$ cat src/rtl/i2c_cfg_pkg.sv
// Shared types and helpers for the I2C configuration sequencer.
package i2c_cfg_pkg;

  typedef enum logic [3:0] {
    S_IDLE, S_STRT, S_SLAV, S_RADR, S_WDAT,
    S_ACK,  S_STOP, S_GAP,  S_DONE, S_FAIL
  } state_t;

  // Quarter-period phases of one bus bit.
  localparam logic [1:0] P0 = 2'd0;
  localparam logic [1:0] P1 = 2'd1;
  localparam logic [1:0] P2 = 2'd2;
  localparam logic [1:0] P3 = 2'd3;

  function automatic int clog2(input int value);
    int r = 0;
    for (int v = value - 1; v > 0; v = v >> 1) r++;
    return r;
  endfunction

  // System clocks per SCL quarter-period for a given system/SCL frequency pair.
  function automatic int calc_clk_div_q(input int clk_hz, input int scl_hz);
    return clk_hz / (4 * scl_hz);
  endfunction

endpackage

$ cat src/rtl/i2c_cfg_sequencer_if.sv
// Open-drain I2C bus: output enables from the master, pin readbacks from the pads.
interface i2c_cfg_sequencer_if;
  logic scl_oe;
  logic sda_oe;
  logic scl_in;
  logic sda_in;

  modport master (output scl_oe, sda_oe, input scl_in, sda_in);
  modport slave  (input scl_oe, sda_oe, output scl_in, sda_in);
endinterface

$ cat src/rtl/i2c_qtick_gen.sv
// SCL quarter-period divider: one-cycle qtick every CLK_DIV_Q clocks plus a 2-bit bit phase.
module i2c_qtick_gen
  import i2c_cfg_pkg::*;
#(
  parameter int CLK_DIV_Q = 25
) (
  input  logic       clock_in,
  input  logic       reset_n,
  input  logic       clear,
  input  logic       hold,
  output logic       qtick,
  output logic [1:0] phase
);
  localparam int CNT_W = clog2(CLK_DIV_Q);

  logic [CNT_W-1:0] cnt;

  assign qtick = (cnt == CNT_W'(CLK_DIV_Q - 1));

  // NOTE: state registers use non-blocking assignments so every flop samples pre-edge values.
  always_ff @(posedge clock_in or negedge reset_n) begin
    if (!reset_n) begin
      cnt   <= '0;
      phase <= P0;
    end else if (clear) begin
      cnt   <= '0;
      phase <= P0;
    end else if (hold) begin
      cnt   <= '0;
    end else if (qtick) begin
      cnt   <= '0;
      phase <= phase + 2'd1;
    end else begin
      cnt   <= cnt + 1'b1;
    end
  end

endmodule

$ cat src/rtl/i2c_cfg_sequencer.sv
// Write-only I2C master that loads NUM_REGS (register, data) pairs into one 7-bit slave.
// Define I2C_CLK_STRETCH_EN to honour slave clock stretching.
module i2c_cfg_sequencer
  import i2c_cfg_pkg::*;
#(
  parameter int         CLK_DIV_Q = 25,
  parameter int         NUM_REGS  = 11,
  parameter int         IDX_W     = 4,
  parameter logic [6:0] SLV_ADDR7 = 7'h55,
  parameter int         MAX_RETRY = 3
) (
  input  logic                clock_in,
  input  logic                reset_n,
  input  logic                start,
  output logic [IDX_W-1:0]    tbl_idx,
  input  logic [7:0]          tbl_raddr,
  input  logic [7:0]          tbl_wdata,
  i2c_cfg_sequencer_if.master bus,
  output logic                busy,
  output logic                done,
  output logic                err,
  output logic [IDX_W-1:0]    err_idx
);
  localparam int         RETRY_W  = (MAX_RETRY > 0) ? clog2(MAX_RETRY + 1) : 1;
  localparam logic [7:0] SLV_BYTE = {SLV_ADDR7, 1'b0};

  state_t             state, state_d, ack_next, ack_next_d;
  logic [IDX_W-1:0]   tbl_idx_d, err_idx_d;
  logic [RETRY_W-1:0] retry, retry_d;
  logic [2:0]         bit_cnt, bit_cnt_d;
  logic               ok_flag, ok_d, sda_smp, sda_smp_d, done_d, err_d, ready;
  logic               qtick, bit_end, idle, hold, hold_req, scl_drive, sda_drive;
  logic [1:0]         phase;
  logic [7:0]         tx_byte;

  assign idle    = state inside {S_IDLE, S_DONE, S_FAIL};
  assign busy    = !idle;
  assign bit_end = qtick && (phase == P3);

  // The divider is parked while idle so the first STRT quarter is a full one.
  i2c_qtick_gen #(.CLK_DIV_Q(CLK_DIV_Q)) u_qtick (
    .clock_in(clock_in),
    .reset_n (reset_n),
    .clear   (idle),
    .hold    (hold),
    .qtick   (qtick),
    .phase   (phase)
  );

  always_ff @(posedge clock_in or negedge reset_n) begin
    if (!reset_n) begin
      state    <= S_IDLE;
      ack_next <= S_IDLE;
      tbl_idx  <= '0;
      err_idx  <= '0;
      retry    <= '0;
      bit_cnt  <= '0;
      ok_flag  <= 1'b0;
      sda_smp  <= 1'b1;
      done     <= 1'b0;
      err      <= 1'b0;
      ready    <= 1'b0;
    end else begin
      state    <= state_d;
      ack_next <= ack_next_d;
      tbl_idx  <= tbl_idx_d;
      err_idx  <= err_idx_d;
      retry    <= retry_d;
      bit_cnt  <= bit_cnt_d;
      ok_flag  <= ok_d;
      sda_smp  <= sda_smp_d;
      done     <= done_d;
      err      <= err_d;
      ready    <= 1'b1;
    end
  end

  // NOTE: every always_comb output gets a default first so no path infers a latch.
  always_comb begin
    state_d    = state;
    ack_next_d = ack_next;
    tbl_idx_d  = tbl_idx;
    err_idx_d  = err_idx;
    retry_d    = retry;
    bit_cnt_d  = bit_cnt;
    ok_d       = ok_flag;
    sda_smp_d  = sda_smp;
    done_d     = done;
    err_d      = err;
    if (qtick && (phase == P2)) sda_smp_d = bus.sda_in;

    case (state)
      S_IDLE, S_DONE, S_FAIL: begin
        // ready blocks a START landing on the first edge after reset release.
        if (start && ready) begin
          state_d   = S_STRT;
          tbl_idx_d = '0;
          retry_d   = '0;
          done_d    = 1'b0;
          err_d     = 1'b0;
        end
      end
      S_STRT: if (bit_end) begin
        state_d   = S_SLAV;
        bit_cnt_d = '0;
      end
      S_SLAV, S_RADR, S_WDAT: if (bit_end) begin
        bit_cnt_d = bit_cnt + 3'd1;
        if (bit_cnt == 3'd7) begin
          state_d    = S_ACK;
          ack_next_d = (state == S_SLAV) ? S_RADR : (state == S_RADR) ? S_WDAT : S_STOP;
        end
      end
      S_ACK: if (bit_end) begin
        bit_cnt_d = '0;
        if (sda_smp) begin
          ok_d    = 1'b0;
          state_d = S_STOP;
        end else begin
          ok_d    = (ack_next == S_STOP);
          state_d = ack_next;
        end
      end
      S_STOP: if (bit_end) state_d = S_GAP;
      S_GAP: if (bit_end) begin
        if (ok_flag) begin
          if (tbl_idx == IDX_W'(NUM_REGS - 1)) begin
            state_d = S_DONE;
            done_d  = 1'b1;
          end else begin
            tbl_idx_d = tbl_idx + 1'b1;
            retry_d   = '0;
            state_d   = S_STRT;
          end
        end else if (retry < RETRY_W'(MAX_RETRY)) begin
          retry_d = retry + 1'b1;
          state_d = S_STRT;
        end else begin
          state_d   = S_FAIL;
          err_d     = 1'b1;
          err_idx_d = tbl_idx;
        end
      end
      default: state_d = S_IDLE;
    endcase
  end

  always_comb begin
    case (state)
      S_SLAV:  tx_byte = SLV_BYTE;
      S_RADR:  tx_byte = tbl_raddr;
      default: tx_byte = tbl_wdata;
    endcase
  end

  // Bus drive decoded from registered state so reset releases both lines at once.
  always_comb begin
    scl_drive = 1'b0;
    sda_drive = 1'b0;
    hold_req  = 1'b0;
    case (state)
      S_STRT: begin
        sda_drive = phase[1];
        hold_req  = 1'b1;
      end
      S_SLAV, S_RADR, S_WDAT: begin
        scl_drive = !phase[1];
        sda_drive = !tx_byte[3'd7 - bit_cnt];
        hold_req  = (phase == P2);
      end
      S_ACK: begin
        scl_drive = !phase[1];
        hold_req  = (phase == P2);
      end
      S_STOP: begin
        scl_drive = (phase == P0);
        sda_drive = !phase[1];
        hold_req  = (phase != P0);
      end
      default: ;
    endcase
  end

  assign bus.scl_oe = scl_drive;
  assign bus.sda_oe = sda_drive;

`ifdef I2C_CLK_STRETCH_EN
  assign hold = hold_req && !bus.scl_in;
`else
  logic stretch_unused;
  assign stretch_unused = hold_req | bus.scl_in;
  assign hold = 1'b0;
`endif

endmodule

$ cat src/flat_wrapper.sv
// flat-port wrapper written by rule: the top's interface ports become plain ports
module i2c_cfg_sequencer_flat import i2c_cfg_pkg::*;
#(
  parameter int         CLK_DIV_Q = 25,
  parameter int         NUM_REGS  = 11,
  parameter int         IDX_W     = 4,
  parameter logic [6:0] SLV_ADDR7 = 7'h55,
  parameter int         MAX_RETRY = 3
)
  (clock_in, reset_n, start, tbl_idx, tbl_raddr, tbl_wdata, busy, done, err, err_idx, bus_scl_oe, bus_sda_oe, bus_scl_in, bus_sda_in);
  i2c_cfg_sequencer_if bus_i ();
  input  logic clock_in;
  input  logic reset_n;
  input  logic start;
  output logic [IDX_W-1:0] tbl_idx;
  input  logic [7:0] tbl_raddr;
  input  logic [7:0] tbl_wdata;
  output logic busy;
  output logic done;
  output logic err;
  output logic [IDX_W-1:0] err_idx;
  output wire logic [$bits(bus_i.scl_oe)-1:0] bus_scl_oe;
  output wire logic [$bits(bus_i.sda_oe)-1:0] bus_sda_oe;
  input wire logic [$bits(bus_i.scl_in)-1:0] bus_scl_in;
  input wire logic [$bits(bus_i.sda_in)-1:0] bus_sda_in;
  assign bus_scl_oe = bus_i.scl_oe;
  assign bus_sda_oe = bus_i.sda_oe;
  assign bus_i.scl_in = bus_scl_in;
  assign bus_i.sda_in = bus_sda_in;
  i2c_cfg_sequencer #(.CLK_DIV_Q(CLK_DIV_Q), .NUM_REGS(NUM_REGS), .IDX_W(IDX_W), .SLV_ADDR7(SLV_ADDR7), .MAX_RETRY(MAX_RETRY)) u_core (.clock_in(clock_in), .reset_n(reset_n), .start(start), .tbl_idx(tbl_idx), .tbl_raddr(tbl_raddr), .tbl_wdata(tbl_wdata), .bus(bus_i), .busy(busy), .done(done), .err(err), .err_idx(err_idx));
endmodule
$ cat config.mk
export PLATFORM = sky130hd
export DESIGN_NAME = i2c_cfg_sequencer_flat
export DESIGN_NICKNAME = d
export VERILOG_FILES = /design/src/rtl/i2c_cfg_pkg.sv /design/src/rtl/i2c_cfg_sequencer_if.sv /design/src/rtl/i2c_qtick_gen.sv /design/src/rtl/i2c_cfg_sequencer.sv /design/src/flat_wrapper.sv
export SDC_FILE = /design/constraint.sdc
export NUM_CORES = 1
export LEC_CHECK = 0
export ABC_AREA = 0
export CORE_MARGIN = 5
export CORE_UTILIZATION = 48
export DETAILED_ROUTE_END_ITERATION = 8
export PLACE_DENSITY_LB_ADDON = 0.08
export REMOVE_ABC_BUFFERS = 1
export SLEW_MARGIN = 20
export SYNTH_ARGS = -nofsm -noshare
export SYNTH_HDL_FRONTEND = slang
export SYNTH_SLANG_ARGS = --single-unit
$ cat constraint.sdc
create_clock -name clock_in -period 1.9 [get_ports clock_in]
set_input_delay 0.19 -clock clock_in [delete_from_list [all_inputs] [get_ports clock_in]]
set_output_delay 0.19 -clock clock_in [all_outputs]
set_load 0.01 [all_outputs]
Yosys cells after proc, flatten, opt, wreduce, memory -nomap -nowiden
Cells that the tools add are included.

storage, ports and cells
  flip-flop bits (word level) = 33
  input port bits = 21
  output and inout bits = 13
  word-level logic and storage cells = 125

operators by class
  $add $sub $neg = 6
  magnitude comparators = 2
  eq/ne operators = 30
  muxes and demuxes = 47
  bitwise operators = 2
  reduce and logical (&&, ||, !) cells = 25

operators with widths
  operator                                                          count
  4-bit two-way mux                                                 16
  4-bit one-hot mux with 6 select lines                             1
  4-bit by 3-bit == test with 1-bit output (second input constant)  5
  2-bit by 1-bit != test with 1-bit output (second input constant)  10
  5-bit AND reduction                                               4
  2-bit two-way mux                                                 8
  8-bit one-hot mux with 2 select lines                             1
  4-bit == test (second input constant)                             3
  5-bit two-way mux                                                 2
  1-bit two-way mux                                                 9
  4-bit by 2-bit == test with 1-bit output (second input constant)  2
  4-bit one-hot mux with 2 select lines                             1
  7-bit AND reduction                                               1
  3-bit two-way mux                                                 2
  2-bit != test (second input constant)                             3
  1-bit one-hot mux with 2 select lines                             3
  3-bit one-hot mux with 2 select lines                             1
  3-bit AND reduction                                               2
  2-bit nonzero test                                                3
  3-bit OR reduction                                                2
  5-bit by 1-bit adder with 5-bit output (second input constant)    1
  5-bit == test (second input constant)                             1
  2-bit by 1-bit adder with 2-bit output (second input constant)    2
  4-bit by 1-bit adder with 4-bit output (second input constant)    1
  22 further kinds                                                  28

Depth between registers and ports, before layout
Gate-level depths: netlist of run 1.

  word-level depth = 6
  mapped depth = 9
  mapped depth without buffers = 7

By module
Synthesis of run 1 repeated with hierarchy kept, for this count alone.

second synthesis, totals
  cells, all modules = 189
  area total of the unflattened synthesis = 1930.6 µm²

modules (own cells, without submodules)
  module             instances  cells an instance  area each (µm²)  seq. area each (µm²)
  i2c_cfg_sequencer  1          157                1590.3           626.9
  i2c_qtick_gen      1          32                 340.3            175.2

Worst setup path before layout of run 1
OpenSTA, ideal clock, no wires.

  path kind = reg2reg
  start = reg u_core.u_qtick.cnt[0]
  end = reg u_core.tbl_idx[1]
  setup time = 0.128 ns
  arrival time = 1.750 ns
  required time = 1.772 ns
  path slack = 0.022 ns
  cell stages (with the launch flop) = 9
  buffers on the path = 1
  clock period less this slack = 1.878 ns
  path through = dfrtp_1 > inv_1 > ha_1 > and4b_1 > buf_4 > nand2_1 > nor3_2 > o21a_1 > mux2_1

between the ends
  longest elaborated chain between the ends = 4

RTL lines
  what                                                       RTL line                 RTL
  start: declaration                                         i2c_qtick_gen.sv:16      logic [CNT_W-1:0] cnt;
  start signal: assignment                                   i2c_qtick_gen.sv:34      cnt <= cnt + 1'b1;
  5-bit == test                                              i2c_qtick_gen.sv:18      assign qtick = (cnt == CNT_W'(CLK_DIV_Q - 1));
  1-bit logical AND                                          i2c_cfg_sequencer.sv:38  assign bit_end = qtick && (phase == P3);
  2-bit by 1-bit != test with 1-bit output (no source line)  n/a
  5-bit AND reduction (no source line)                       n/a
  end signal: assignment                                     i2c_cfg_sequencer.sv:66  tbl_idx <= tbl_idx_d;
  end: declaration                                           i2c_cfg_sequencer.sv:15  output logic [IDX_W-1:0] tbl_idx,

No other way between the ends.
A chain may end at the register's enable or synchronous reset.

Final worst setup path of run 1
  start = reg u_core.state[3]
  end = out bus_sda_oe

between the ends
  longest elaborated chain between the ends = 6
  elaborated cells on any way between the ends = 11
  classes of those cells = 5 x eq/ne; 4 x mux; 2 x reduce/logical

RTL lines
  what                                       RTL line                                            RTL
  start: declaration                         i2c_cfg_sequencer.sv:27                             state_t state, state_d, ack_next, ack_next_d;
  start signal: assignment                   i2c_cfg_sequencer.sv:64                             state <= state_d;
  4-bit by 2-bit == test with 1-bit output   i2c_cfg_sequencer.sv:149, i2c_cfg_sequencer.sv:161
  8-bit one-hot mux with 2 select lines      i2c_cfg_sequencer.sv:149                            case (state)
  1-bit binary-select mux with 3-bit select  i2c_cfg_sequencer.sv:168                            sda_drive = !tx_byte[3'd7 - bit_cnt];
  1-bit two-way mux (not written as such)    i2c_cfg_sequencer.sv:168
  1-bit zero test                            i2c_cfg_sequencer.sv:168
  1-bit one-hot mux with 3 select lines *    i2c_cfg_sequencer.sv:161                            case (state)
  end: declaration                           flat_wrapper.sv:23                                  output wire logic [$bits(bus_i.sda_oe)-1:0] bus_sda_oe;

Every way passes the cells marked *; elsewhere a longest branch is shown, timed or not. The select of a mux whose other input is x is not followed.

==> results of run 1 <==
worst max-delay path: stages, from the launching register on:
cell and delay, ps:
sky130_fd_sc_hd__dfrtp_2 450, sky130_fd_sc_hd__buf_6 130, sky130_fd_sc_hd__or4b_4 550, sky130_fd_sc_hd__nand2_4 90
sky130_fd_sc_hd__nand4_1 90, sky130_fd_sc_hd__o211ai_1 100, sky130_fd_sc_hd__buf_2 150
metal layers:
metal / part of all wire (%) / GRT usage, %
met5: 0 / 0
met4: 2.0 / 8.50
met2: 52 / 33.3
met1: 42 / 25.9
met3: 3.4 / 5.54
flip-flops by register name (all words and copies together) (netlist names):
| register | flops |
|---|---|
| u_core.ack_next | 3 |
| u_core.bit_cnt | 3 |
| u_core.done | 1 |
| u_core.err | 1 |
| u_core.err_idx | 4 |
| u_core.ok_flag | 1 |
| u_core.ready | 1 |
| u_core.retry | 2 |
| u_core.sda_smp | 1 |
| u_core.state | 4 |
| u_core.tbl_idx | 4 |
| u_core.u_qtick.cnt | 5 |
| u_core.u_qtick.phase | 2 |
final cells by class:
cell class,count,area [um2],area share [%]
clock buffer,5,68.8,2.39
clock inverter,3,42.5,1.47
inverter,12,45.0,1.56
multi-input combinational,145,1240,43.0
sequential,32,805,27.9
tap,50,62.6,2.17
timing repair buffer,69,621,21.5
metrics by stage:
stage          instance area, um2  setup slack [ps]
6_report                     2890              -142
5_1_grt                      2890              -229
4_1_cts                      2760              -133
3_5_place_dp                 2560              -390
3_3_place_gp                 2560              -338
2_1_floorplan                1960             -52.8
worst paths after layout:
path | start | to | slack [ps] | cells after the start
setup / recovery | u_core.state[3] | bus_sda_oe | -140 | 6
hold / removal | reset_n | u_core.err_idx[3] | 310 | 2
setup reg to reg | u_core.state[3] | u_core.state[3] | -120 | 6
hold reg to reg | u_core.err_idx[0] | u_core.err_idx[0] | 520 | 1
max in group asynchronous | reset_n | u_core.sda_smp | 1250 | 2
min in group clock_in | bus_sda_in | u_core.sda_smp | 520 | 2
power breakdown:
group          switching (mW)  internal, mW
Clock                   0.267         0.388
Combinational          0.0225        0.0403
Sequential            0.00170         0.684
Yosys cell counts (all sizes together), types with 3 or more instances:
master / instances / area share [%]
a21oi: 10 / 2.7
a31oi: 3 / 0.94
and2: 6 / 1.9
buf: 7 / 2.0
dfrtp: 31 / 39
ha: 10 / 6.2
inv: 12 / 2.2
mux2: 11 / 6.7
mux2i: 3 / 1.5
mux4: 3 / 3.4
nand2: 15 / 2.9
nand3: 4 / 1.0
nor2: 18 / 3.4
nor3: 6 / 1.7
nor3b: 4 / 1.7
nor4: 3 / 1.2
o21ai: 8 / 2.0
xor2: 3 / 1.3
layout by cell type (no fill, tap or decap), types with 5 or more instances in the layout:
cell type / Yosys / layout
sky130_fd_sc_hd__mux2_2: 5 / 5
sky130_fd_sc_hd__ha_1: 10 / 10
sky130_fd_sc_hd__inv_1: 12 / 12
sky130_fd_sc_hd__buf_6: 0 / 10
sky130_fd_sc_hd__mux2_4: 3 / 6
sky130_fd_sc_hd__nand2_1: 14 / 12
sky130_fd_sc_hd__clkdlybuf4s50_1: 0 / 29
sky130_fd_sc_hd__nor2_1: 18 / 14
sky130_fd_sc_hd__dfrtp_1: 31 / 29
sky130_fd_sc_hd__clkbuf_8: 0 / 5
sky130_fd_sc_hd__a21oi_1: 9 / 6
sky130_fd_sc_hd__buf_4: 2 / 27
what timing repair did:
action,4_1_cts,5_1_grt
endpoints found under the setup margin,13,25
pin swaps,5,9
buffers inserted,3,6
resized for setup,26,31
kinds of logic (layout without fill, tap and decap cells):
group	Yosys count	in the layout	synth area share, %
compound gates	35	35	12.9
other cells	1	1	0.187
fa+ha+maj	10	10	6.25
xor+xnor	5	5	2.19
mux	17	17	11.6
buf+inv	21	89	4.62
flops	32	32	40.0
simple gates	77	77	22.2
==> impl.org, run 1 <==
** Final layout
- The layout has 284 filler cells.
- 0 antenna diodes ended up in the layout.
- Relative area change from synthesis to final layout :: 44.0%
- Share of layout cells above drive strength 1 :: 36.5%
- Total Nets Final :: 296
- Cell Count, Final, Fillers Out :: 316
- Core Util, Final :: 71.6%

** Place
- Summed over all nets, the half-perimeter wirelength after detailed placement is 3770 um.
- In this run, placement finished with an instance count of 300.
- Weighted congestion at the end of routability-driven global placement :: 0.794
- Count of buffers from port buffering :: 32

** Min path
- The min-delay analysis places its worst path in the category in2async.

** Synth
- In this run, synthesis inferred 0 flip-flops with an integrated enable.
- In this run the cell area of the synthesized design comes to 2000 um2.
- In the synthesized netlist the async set-or-reset flop fraction comes to 100%.
- Dividing the synthesized area by the synthesized cell count gives 10.1 um2.
- Sequential cell area fraction in the yosys report :: 40.0%
- Number of flip-flops and latches in the synthesized netlist :: 32
- During synthesis, Yosys emitted a total of 0 warnings.
- The most used flip-flop cell after synthesis is sky130_fd_sc_hd__dfrtp_1.
- Cells after Synth :: 198
- Synth cell types :: 57

** Setup path
- At the worst endpoint, the arrival time is 1850 ps.
- Category of the worst setup path launch point :: register
- The worst setup path is captured at a primary output.
- Type of the worst setup path :: reg2out
- Of all nets on the critical path, the largest fanout is 4.
- Required @ worst endpoint :: 1710 ps

** Run
- Number of max-cap violations :: 0

** Pwr
- Leakage :: 1.30 nW
- PnR Total Power :: 1.40 mW
- VDD IR-drop max :: 0.430 mV
- Power per cell area :: 486 nW/um2

** Timing
- Worst hold margin :: 308 ps
- Unrepaired setup endpoints after global routing :: true
- Dividing the final minimum period by the clock period gives 107%.
- Smallest setup slack after layout :: -142 ps
- Final setup TNS :: -858 ps
- Finish-stage setup viols :: 13
- Hold Vio Cnt, Final :: 0
- Derived from the worst setup path, the maximum achievable clock frequency is 0.490 GHz.
- Clock tree skew after final layout :: 9.11 ps
- Shortest period the worst path allows :: 2040 ps
- Pins Over Slew Limit :: 0

** CTS
- Counting along the longest clock path gives a buffer depth of 2.
- Buffers inserted to repair hold after CTS numbered 0.
- Clock-pin slew was measured on the worst setup and hold paths at 70 ps.
- Clock Root Buffer :: sky130_fd_sc_hd__clkbuf_8
- TritonCTS built the clock tree.
- For this design, the sink count on the clock tree is 32.
- TritonCTS created 5 clock buffers.
- The H-tree generated during clock tree synthesis spans 2 levels.
- Worst skew pair latency :: 290 ps

** Drt
- The routed layout has 1774 vias.
- For this block, the initial DRC count from the detailed router was 140.
- Total length of routed wires :: 5480 um
- Number of iterations in the first detailed-routing pass :: 4
- Dividing the detail-routed via count by the number of cells gives 5.61.
- In the routed design, unresolved DRC markers number 0.
- Remaining antenna violation count after routing :: 0
- In the final routed layout, each cell accounts on average for 17.3 um.

** Floorplan
- Starting Density :: 49.7%
- Die outline height :: 74.6 um
- Measured along the x axis, the die boundary spans 74.6 um.
- Boundary Pins :: 34
- The region available for standard cell placement spans 4030 um2.
- Number of cell rows :: 23
- Die Area :: 5570 um2

** Global route
- Overflow left after global routing :: 0
- Overall fraction of global-route tracks in use :: 20.5%
- Maximum number of pins on one net before global-route repair :: 33
- The first global-routing pass estimated 8550 um of wire.
- The number of global-route vias before repair was 1821.
- Number of antenna violations at the first check in global routing :: 0

** Status
- Violated checks :: setup timing
- Status :: finished with violations
Note: power is estimated with default switching activity, not from simulation.
==> inputs of run 2 (changes only) <==
--- a/config.mk
+++ b/config.mk
@@ -9,7 +9,7 @@
 export CORE_MARGIN = 5
 export CORE_UTILIZATION = 48
 export DETAILED_ROUTE_END_ITERATION = 8
-export PLACE_DENSITY_LB_ADDON = 0.08
+export PLACE_DENSITY = 0.77
 export REMOVE_ABC_BUFFERS = 1
 export SLEW_MARGIN = 20
 export SYNTH_ARGS = -nofsm -noshare
==> constraint.sdc (replaced) <==
create_clock -name clock_in -period 1.9 [get_ports clock_in]
set_input_delay 0.285 -clock clock_in [delete_from_list [all_inputs] [get_ports clock_in]]
set_output_delay 0.285 -clock clock_in [all_outputs]
set_load 0.01 [all_outputs]
==> run 2 against run 1 <==
Compared with the run above: the flow still finishes with violations (setup timing); critical path depth unchanged; final area up 2.8%; register-to-register slack better by 20 ps; clock power decreased by 22%; total power fell by 11%; wire length grew 0.80%; sequential power barely moved; clock-buffer cell count rose by 2; non-clock buffer count increased by 4; critical path type unchanged.
==> impl.org, run 2 (same netlist as run 1, synthesis figures left out) <==
** Global route
- Highest-utilization routing layer at the global route stage :: met2
- Overall fraction of global-route tracks in use :: 20.4% (-0.13 points)
- The overflow left after global routing is 0 (unchanged).
- Wire length of the first global-routing pass :: 8420 um (-1.5%)
- Met3 track demand over resource :: 4.46% (-1.1 points)
- The met2 layer usage reported by global route came to 32.6% (-0.68 points).
- The met1 layer usage reported by global route is 27.1% (+1.2 points).
- Number of antenna violations at the first check in global routing :: 0 (unchanged)
- The largest net degree at the start of global routing came to 33 (unchanged).
- The number of global-route vias before repair came to 1788 (-1.8%).

** Setup path
- The critical path data required time was 1620 ps (-90 ps).
- Data arrival time of the critical path :: 1890 ps (+40 ps)
- Crit. End Element :: primary output
- The highest net fanout along the worst path was 3 (-1).
- Endpoint of the lowest-slack register-to-register path :: u_core.tbl_idx[1]
- Depth of the worst register-to-register path :: 6 (unchanged)
- The critical path starts at u_core.state[1].
- Worst setup path endpoint :: bus_sda_oe
- The slack of the worst reg-to-reg path came to -100 ps (+20 ps).
- STA classifies the critical path startpoint as a register.
- Beginning of the worst register-to-register path :: u_core.state[2]
- The critical path is of the reg2out type.

** Status
- The final reports fail on setup timing.
- Status :: finished with violations

** Floorplan
- The total I/O pin count is 34 (unchanged).
- The vertical die dimension was 74.6 um (unchanged).
- The die outline area was 5570 um2 (unchanged).
- Core footprint :: 4030 um2 (unchanged)
- The starting density of the core came to 49.7% (unchanged).
- Die W :: 74.6 um (unchanged)
- Number of cell rows :: 23 (unchanged)

** Timing
- The smallest setup slack after layout came to -274 ps (-132 ps).
- Worst slew pin tran :: 691 ps
- The part of the cycle the worst path needs is 114% (+6.9 points).
- Finish-stage setup viols :: 14 (+1)
- The final period demand of the worst path was 2170 ps (+132 ps).
- Unrepaired setup endpoints after global routing :: true
- Pins Over Slew Limit :: 0 (unchanged)
- Hold Vio Cnt, Final :: 0 (unchanged)
- Normalized max-slew margin :: 53.5%
- Peak clock frequency supported by timing :: 0.460 GHz (-6.1%)
- Clock tree skew after final layout :: 5.99 ps (-3.12 ps)

** Drt
- Iteration-0 DRC count of the detailed router :: 74 (-47%)
- The DRC violations left was 0 (unchanged).
- Remaining antenna violation count after routing :: 0 (unchanged)
- The sum of routed wire length over all layers is 5520 um (+0.80%).
- The via count normalized by instance count was 5.66 (+0.87%).
- The routed length per placed instance is 17.3 um (-0.46%).
- The via total after detailed routing is 1812 (+2.1%).
- The number of search-and-repair iterations in the first detailed-routing pass is 4 (unchanged).

** CTS
- Clock tree from TritonCTS :: done
- The clock sink count was 32 (unchanged).
- Max Root-Sink Buffers :: 2 (unchanged)
- Post-CTS Hold Fix Bufs :: 0 (unchanged)
- Worst skew pair latency :: 280 ps (about the same)
- CTS clock-pin slew for the worst setup and hold paths :: 70 ps (about the same)
- Number of buffers created by CTS :: 5 (unchanged)
- Clock Root Buffer :: sky130_fd_sc_hd__clkbuf_8
- Depth of the CTS H-tree :: 2 (unchanged)

** Final layout
- The final design instance area without fill was 2970 um2 (+2.8%).
- Leaving out fill and tap cells, the most frequent cell in the layout is sky130_fd_sc_hd__dfrtp_1.
- Total Nets Final :: 300 (+1.4%)
- Sequential cell area :: 803 um2 (-0.16%)
- The library cells used most frequently in the layout, excluding fill and tap cells, are 30 x sky130_fd_sc_hd__dfrtp_1, 29 x sky130_fd_sc_hd__clkdlybuf4s50_1, 28 x sky130_fd_sc_hd__buf_4, 15 x sky130_fd_sc_hd__nor2_1.
- The area occupied by multi-input gates was 1300 um2 (+4.9%).
- Relative area change from synthesis to final layout :: 48.0%
- The count of fill cells added during filler insertion was 281 (-1.1%).
- Largest register by flop count :: u_core.u_qtick.cnt
- The number of inserted diodes came to 0 (unchanged).
- Share of layout cells above drive strength 1 :: 38.5% (+2.1 points)
- Number of flip-flops under the largest register name :: 5 (unchanged)

** Pwr
- Leakage :: 1.31 nW (+0.82%)
- The total chip power is 1.26 mW (-11%).
- Share of power burned in the clock network :: 40.5% (-6.2 points)
- Power dissipated by switching net loads :: 275 uW (-5.6%)
- Share of power burned in registers :: 54.7% (+5.8 points)
- VDD IR-drop max :: 0.560 mV (+30%)
- Total internal power :: 980 uW (-12%)
- Share of total power in combinational logic :: 4.8% (+0.3 points)
- The power density relative to cell area is 423 nW/um2 (-13%).
- Switching power share of the total :: 21.9% (+1.2 points)

** Min path
- The worst hold path belongs to the class in2async.

** Place
- The post-detailed-placement cell area came to 2570 um2 (+0.59%).
- The number of input and output port buffers inserted was 32 (unchanged).
- The routability congestion estimate was 0.783 (-1.5%).
- The final HPWL from detailed placement came to 3560 um (-5.5%).

** Run
- Number of max-cap violations :: 0 (unchanged)
==> run 2: cell types whose count changed in the layout (fill, tap and decap cells not counted), moves of 2 or more <==
cell / change
sky130_fd_sc_hd__nor2_2: -2
sky130_fd_sc_hd__buf_2: +2
sky130_fd_sc_hd__nand2_2: +2
sky130_fd_sc_hd__a31oi_4: +2
sky130_fd_sc_hd__clkbuf_2: -2
sky130_fd_sc_hd__a31oi_1: -2
sky130_fd_sc_hd__clkbuf_1: +2
sky130_fd_sc_hd__buf_6: +2
==> run 2: cell type report <==
class	instances	area share, %
Multi-Input combinational cell	145	43.9
Tap cell	50	2.11
Clock inverter	1	0.169
Inverter	12	1.52
Sequential cell	32	27.1
Clock buffer	7	2.57
Timing Repair Buffer	73	22.6
==> run 2: stage by stage <==
| step | hold WS (ps) | setup WS, ps | TNS, ps | util (%) | instances |
|---|---|---|---|---|---|
| detailed placement | 496 | -563 | -2060 | 63.8 | 302 |
| floorplan | -10.6 | -52.8 | -52.8 | - | 189 |
| global route | 442 | -371 | -1670 | 73.6 | 320 |
| finish | 397 | -274 | -894 | 73.6 | 320 |
| global placement | 482 | -522 | -1510 | 63.8 | 302 |
| CTS | 411 | -231 | -442 | 69.3 | 314 |
==> run 2: timing repair <==
action                                 in CTS  in global routing
cloned                                      0                  0
setup endpoints to repair                  18                 23
pin swaps                                   9                  9
setup buffers                               5                  7
endpoints found under the hold margin       0                  0
gates resized for setup                    36                 33
==> run 2: per-layer routing <==
layer  part of all wire, %  vias to the layer above  wire, um
li1                      -                      847         -
met1                    44                      915      2430
met2                    51                       39      2810
met3                   3.1                       11       169
met4                   2.1                        0       115
met5                     0                        -         0
==> run 2: critical path: stages, from the launching register on <==
cell                       delay (ps)
sky130_fd_sc_hd__dfrtp_1          420
sky130_fd_sc_hd__buf_6            130
sky130_fd_sc_hd__or4b_4           560
sky130_fd_sc_hd__nand2_4          100
sky130_fd_sc_hd__nand4_1          100
sky130_fd_sc_hd__o211ai_1         120
sky130_fd_sc_hd__buf_2            170
==> run 2: worst min path at each step <==
stage,startpoint,end,cells past startpoint
global route,reset_n,u_core.err_idx[0],2
floorplan,reset_n,u_core.ack_next[0],0
CTS,reset_n,u_core.ready,2
detailed placement,u_core.retry[1],u_core.retry[1],1
global placement,u_core.retry[1],u_core.retry[1],1
finish,reset_n,u_core.err_idx[1],2
==> run 2: power groups by stage <==
stage	logic, mW	clock network (mW)	registers [mW]
2_1_floorplan	0.00617	0	0.698
3_3_place_gp	0.0597	0	0.699
3_5_place_dp	0.0617	0	0.699
4_1_cts	0.0621	0.518	0.686
5_1_grt	0.0670	0.546	0.687
6_report	0.0606	0.508	0.687
==> inputs of run 3 (changes only) <==
--- a/config.mk
+++ b/config.mk
@@ -6,7 +6,7 @@
 export NUM_CORES = 1
 export LEC_CHECK = 0
 export ABC_AREA = 0
-export CORE_MARGIN = 5
+export CORE_MARGIN = 4
 export CORE_UTILIZATION = 48
 export DETAILED_ROUTE_END_ITERATION = 8
 export PLACE_DENSITY = 0.77
==> run 3 against run 2 <==
Compared with the run above: worst setup slack better by 52 ps; largest power group unchanged; combinational power up 3%; critical path type unchanged; the flow still finishes with violations (setup timing); non-clock buffer count up 9.
==> impl.org, run 3 (same netlist as run 1, synthesis figures left out) <==
** Status
- Status :: finished with violations
- Violated checks :: setup timing

** CTS
- The clock edge transition at the registers on the reported setup and hold paths is 70 ps (about the same).
- Number of sinks on the clock net :: 32 (unchanged)
- Worst skew pair latency :: 280 ps (about the same)
- Max Root-Sink Buffers :: 2 (unchanged)
- The number of buffers inserted during clock tree synthesis came to 5 (unchanged).
- The level count of the clock H-tree came to 2 (unchanged).
- Clock tree synthesis selected as its root buffer the cell sky130_fd_sc_hd__clkbuf_8.
- The number of hold buffers added after CTS is 0 (unchanged).
- Clock tree from TritonCTS :: done

** Run
- The number of violations of the max-capacitance limit was 0 (unchanged).

** Drt
- The number of search-and-repair iterations in the first detailed-routing pass was 4 (unchanged).
- Iteration-0 DRC count of the detailed router :: 80 (+8.1%)
- DRC violation count after routing :: 0 (unchanged)
- The via total after detailed routing was 1805 (-0.39%).
- The sum of routed wire length over all layers is 5390 um (-2.5%).
- Remaining antenna violation count after routing :: 0 (unchanged)
- Detailed-route wire length per cell :: 16.4 um (-5.1%)
- The via count normalized by instance count was 5.49 (-3.1%).

** Setup path
- The worst setup path is captured at a primary output.
- The critical path's largest stage delay came to 550 ps (about the same).
- Endpoint of the lowest-slack register-to-register path :: u_core.state[0]
- Data arrival time of the critical path :: 1840 ps (-50 ps)
- STA classifies the critical path startpoint as a register.
- The slowest stage of the critical path is the sky130_fd_sc_hd__or4b_4 cell.
- Beginning of the worst register-to-register path :: u_core.state[0]
- Family of cells with the greatest summed delay on the critical path :: simple AND/OR/NAND/NOR gates
- Depth of the worst register-to-register path :: 7 (+1)
- The highest net fanout along the worst path is 6 (+3).
- The number of buffers and inverters on the critical path was 2 (unchanged).
- The critical path data required time was 1620 ps (about the same).
- The slack of the worst reg-to-reg path came to -120 ps (-20 ps).
- The worst setup path is of the reg2out kind.
- The critical path goes through buf_6, or4b_4, nand2_4, nand4_1, o211ai_1, buf_2.

** Global route
- The first-pass GRT wire length is 8510 um (+1.1%).
- Number of global-route vias before repair :: 1763 (-1.4%)
- Overall fraction of global-route tracks in use :: 21.0% (+0.60 points)
- The largest net degree at the start of global routing was 33 (unchanged).
- The initial antenna violation count is 0 (unchanged).
- Overflow left after global routing :: 0 (unchanged)

** Final layout
- The area growth from synthesis to layout is 48.5%.
- The final layout net count is 309 (+3.0%).
- In the layout the commonest cells are 37 x sky130_fd_sc_hd__buf_4, 30 x sky130_fd_sc_hd__dfrtp_1, 29 x sky130_fd_sc_hd__clkdlybuf4s50_1, 14 x sky130_fd_sc_hd__nor2_1, 13 x sky130_fd_sc_hd__buf_6.
- The fraction of final layout cells with drive strength greater than 1 is 37.3% (-1.2 points).
- The number of inserted diodes was 0 (unchanged).
- Final std cell area, no fill :: 2970 um2 (+0.30%)
- Largest register by flop count :: u_core.u_qtick.cnt
- Leaving out fill and tap cells, the most frequent cell in the layout is sky130_fd_sc_hd__buf_4.
- The number of flip-flops under the largest register name was 5 (unchanged).

** Floorplan
- Core footprint :: 4030 um2 (unchanged)
- The horizontal die dimension was 72.6 um (-2.7%).
- The standard-cell row count came to 23 (unchanged).
- The starting density of the core is 49.7% (unchanged).
- Die outline height :: 72.6 um (-2.7%)
- The total I/O pin count came to 34 (unchanged).
- The die outline area was 5270 um2 (-5.3%).

** Timing
- Peak clock frequency supported by timing :: 0.471 GHz (+2.5%)
- Shortest period the worst path allows :: 2120 ps (-52.1 ps)
- Clock tree skew after final layout :: 7.17 ps (+1.18 ps)
- Crit share post-route :: 112% (-2.7 points)
- Hold Vio Cnt, Final :: 0 (unchanged)
- Pins Over Slew Limit :: 0 (unchanged)
- Setup repair after global routing could not meet its margin everywhere.
- The setup-violating endpoint count in the final report was 10 (-4).
- Smallest setup slack after layout :: -222 ps (+52.1 ps)

** Min path
- Hold/Removal Path Class :: in2async

** Place
- The final HPWL from detailed placement came to 3670 um (+3.0%).
- Count of buffers from port buffering :: 32 (unchanged)
- The routability congestion estimate was 0.861 (+10%).
- The post-detailed-placement cell area came to 2610 um2 (+1.5%).

** Pwr
- PnR Total Power :: 1.25 mW (-0.75%)
- VDD IR-drop max :: 0.327 mV (-42%)
- Power per cell area :: 419 nW/um2 (-1.0%)
- Leakage :: 1.34 nW (+2.9%)
==> run 3: cell count changes in the layout (fill, tap and decap cells not counted), sizes merged <==
cell | before | now
buf | 44 | 52
clkbuf | 7 | 8
==> run 3: per-stage QoR <==
step                      hold WS, ps  TNS (ps)  setup slack, ps  instances  util (%)
after floorplan                 -10.6     -52.8            -52.8        189         -
after global placement            486     -2710             -526        307      64.8
after detailed placement          491     -3700             -572        307      64.8
after CTS                         413      -770             -236        323      70.8
after global routing              425     -1800             -291        329      73.8
final                             394      -774             -222        329      73.8
==> run 3: power breakdown <==
| part | leakage [nW] | internal [mW] | total, mW | switching (mW) |
|---|---|---|---|---|
| Clock | 0.0422 | 0.257 | 0.497 | 0.241 |
| Combinational | 0.902 | 0.0403 | 0.0622 | 0.0219 |
| Sequential | 0.400 | 0.684 | 0.686 | 0.00175 |
| Total | 1.34 | 0.981 | 1.25 | 0.264 |
==> run 3: how the worst max path moves through the flow <==
stage / from / to / slack [ps] / cells after the start
after floorplan: u_core.u_qtick.cnt[0] / u_core.tbl_idx[1] / -50 / 7
after global placement: tbl_raddr[4] / bus_sda_oe / -530 / 7
after detailed placement: tbl_raddr[7] / bus_sda_oe / -570 / 7
after CTS: u_core.state[3] / bus_sda_oe / -240 / 6
after global routing: u_core.state[0] / bus_sda_oe / -290 / 7
final: u_core.state[0] / bus_sda_oe / -220 / 6
==> run 3: cell type report <==
cell class,count,area [um2]
clock buffers,7,76.3
well taps,50,62.6
inverters,12,45.0
flip-flops and latches,32,803
multi-input cells,145,1250
fillers,284,1050
clock inverters,1,5.00
repair buffers,82,729
==> run 3: worst reg2reg max path: stages (launching register included) <==
cell and delay (ps):
sky130_fd_sc_hd__dfrtp_2 450, sky130_fd_sc_hd__buf_4 150, sky130_fd_sc_hd__buf_6 110, sky130_fd_sc_hd__buf_6 120
sky130_fd_sc_hd__and3_1 170, sky130_fd_sc_hd__nor3_1 380, sky130_fd_sc_hd__o32ai_4 180, sky130_fd_sc_hd__mux2_4 340
==> run 3: what timing repair did <==
action,4_1_cts,5_1_grt
setup buffers,9,6
resized for setup,34,27
pin swaps,10,9
setup endpoints to repair,25,22
==> run 3: layer usage <==
| layer | share of wire, % | track usage [%] | routed length, um | vias to the layer above |
|---|---|---|---|---|
| met5 | 0 | 0 | 0 | - |
| met2 | 54 | 35.9 | 2920 | 19 |
| met4 | 1.4 | 6.97 | 73 | 0 |
| li1 | - | - | - | 870 |
| met1 | 42 | 26.5 | 2280 | 910 |
| met3 | 2.1 | 4.27 | 113 | 6 |
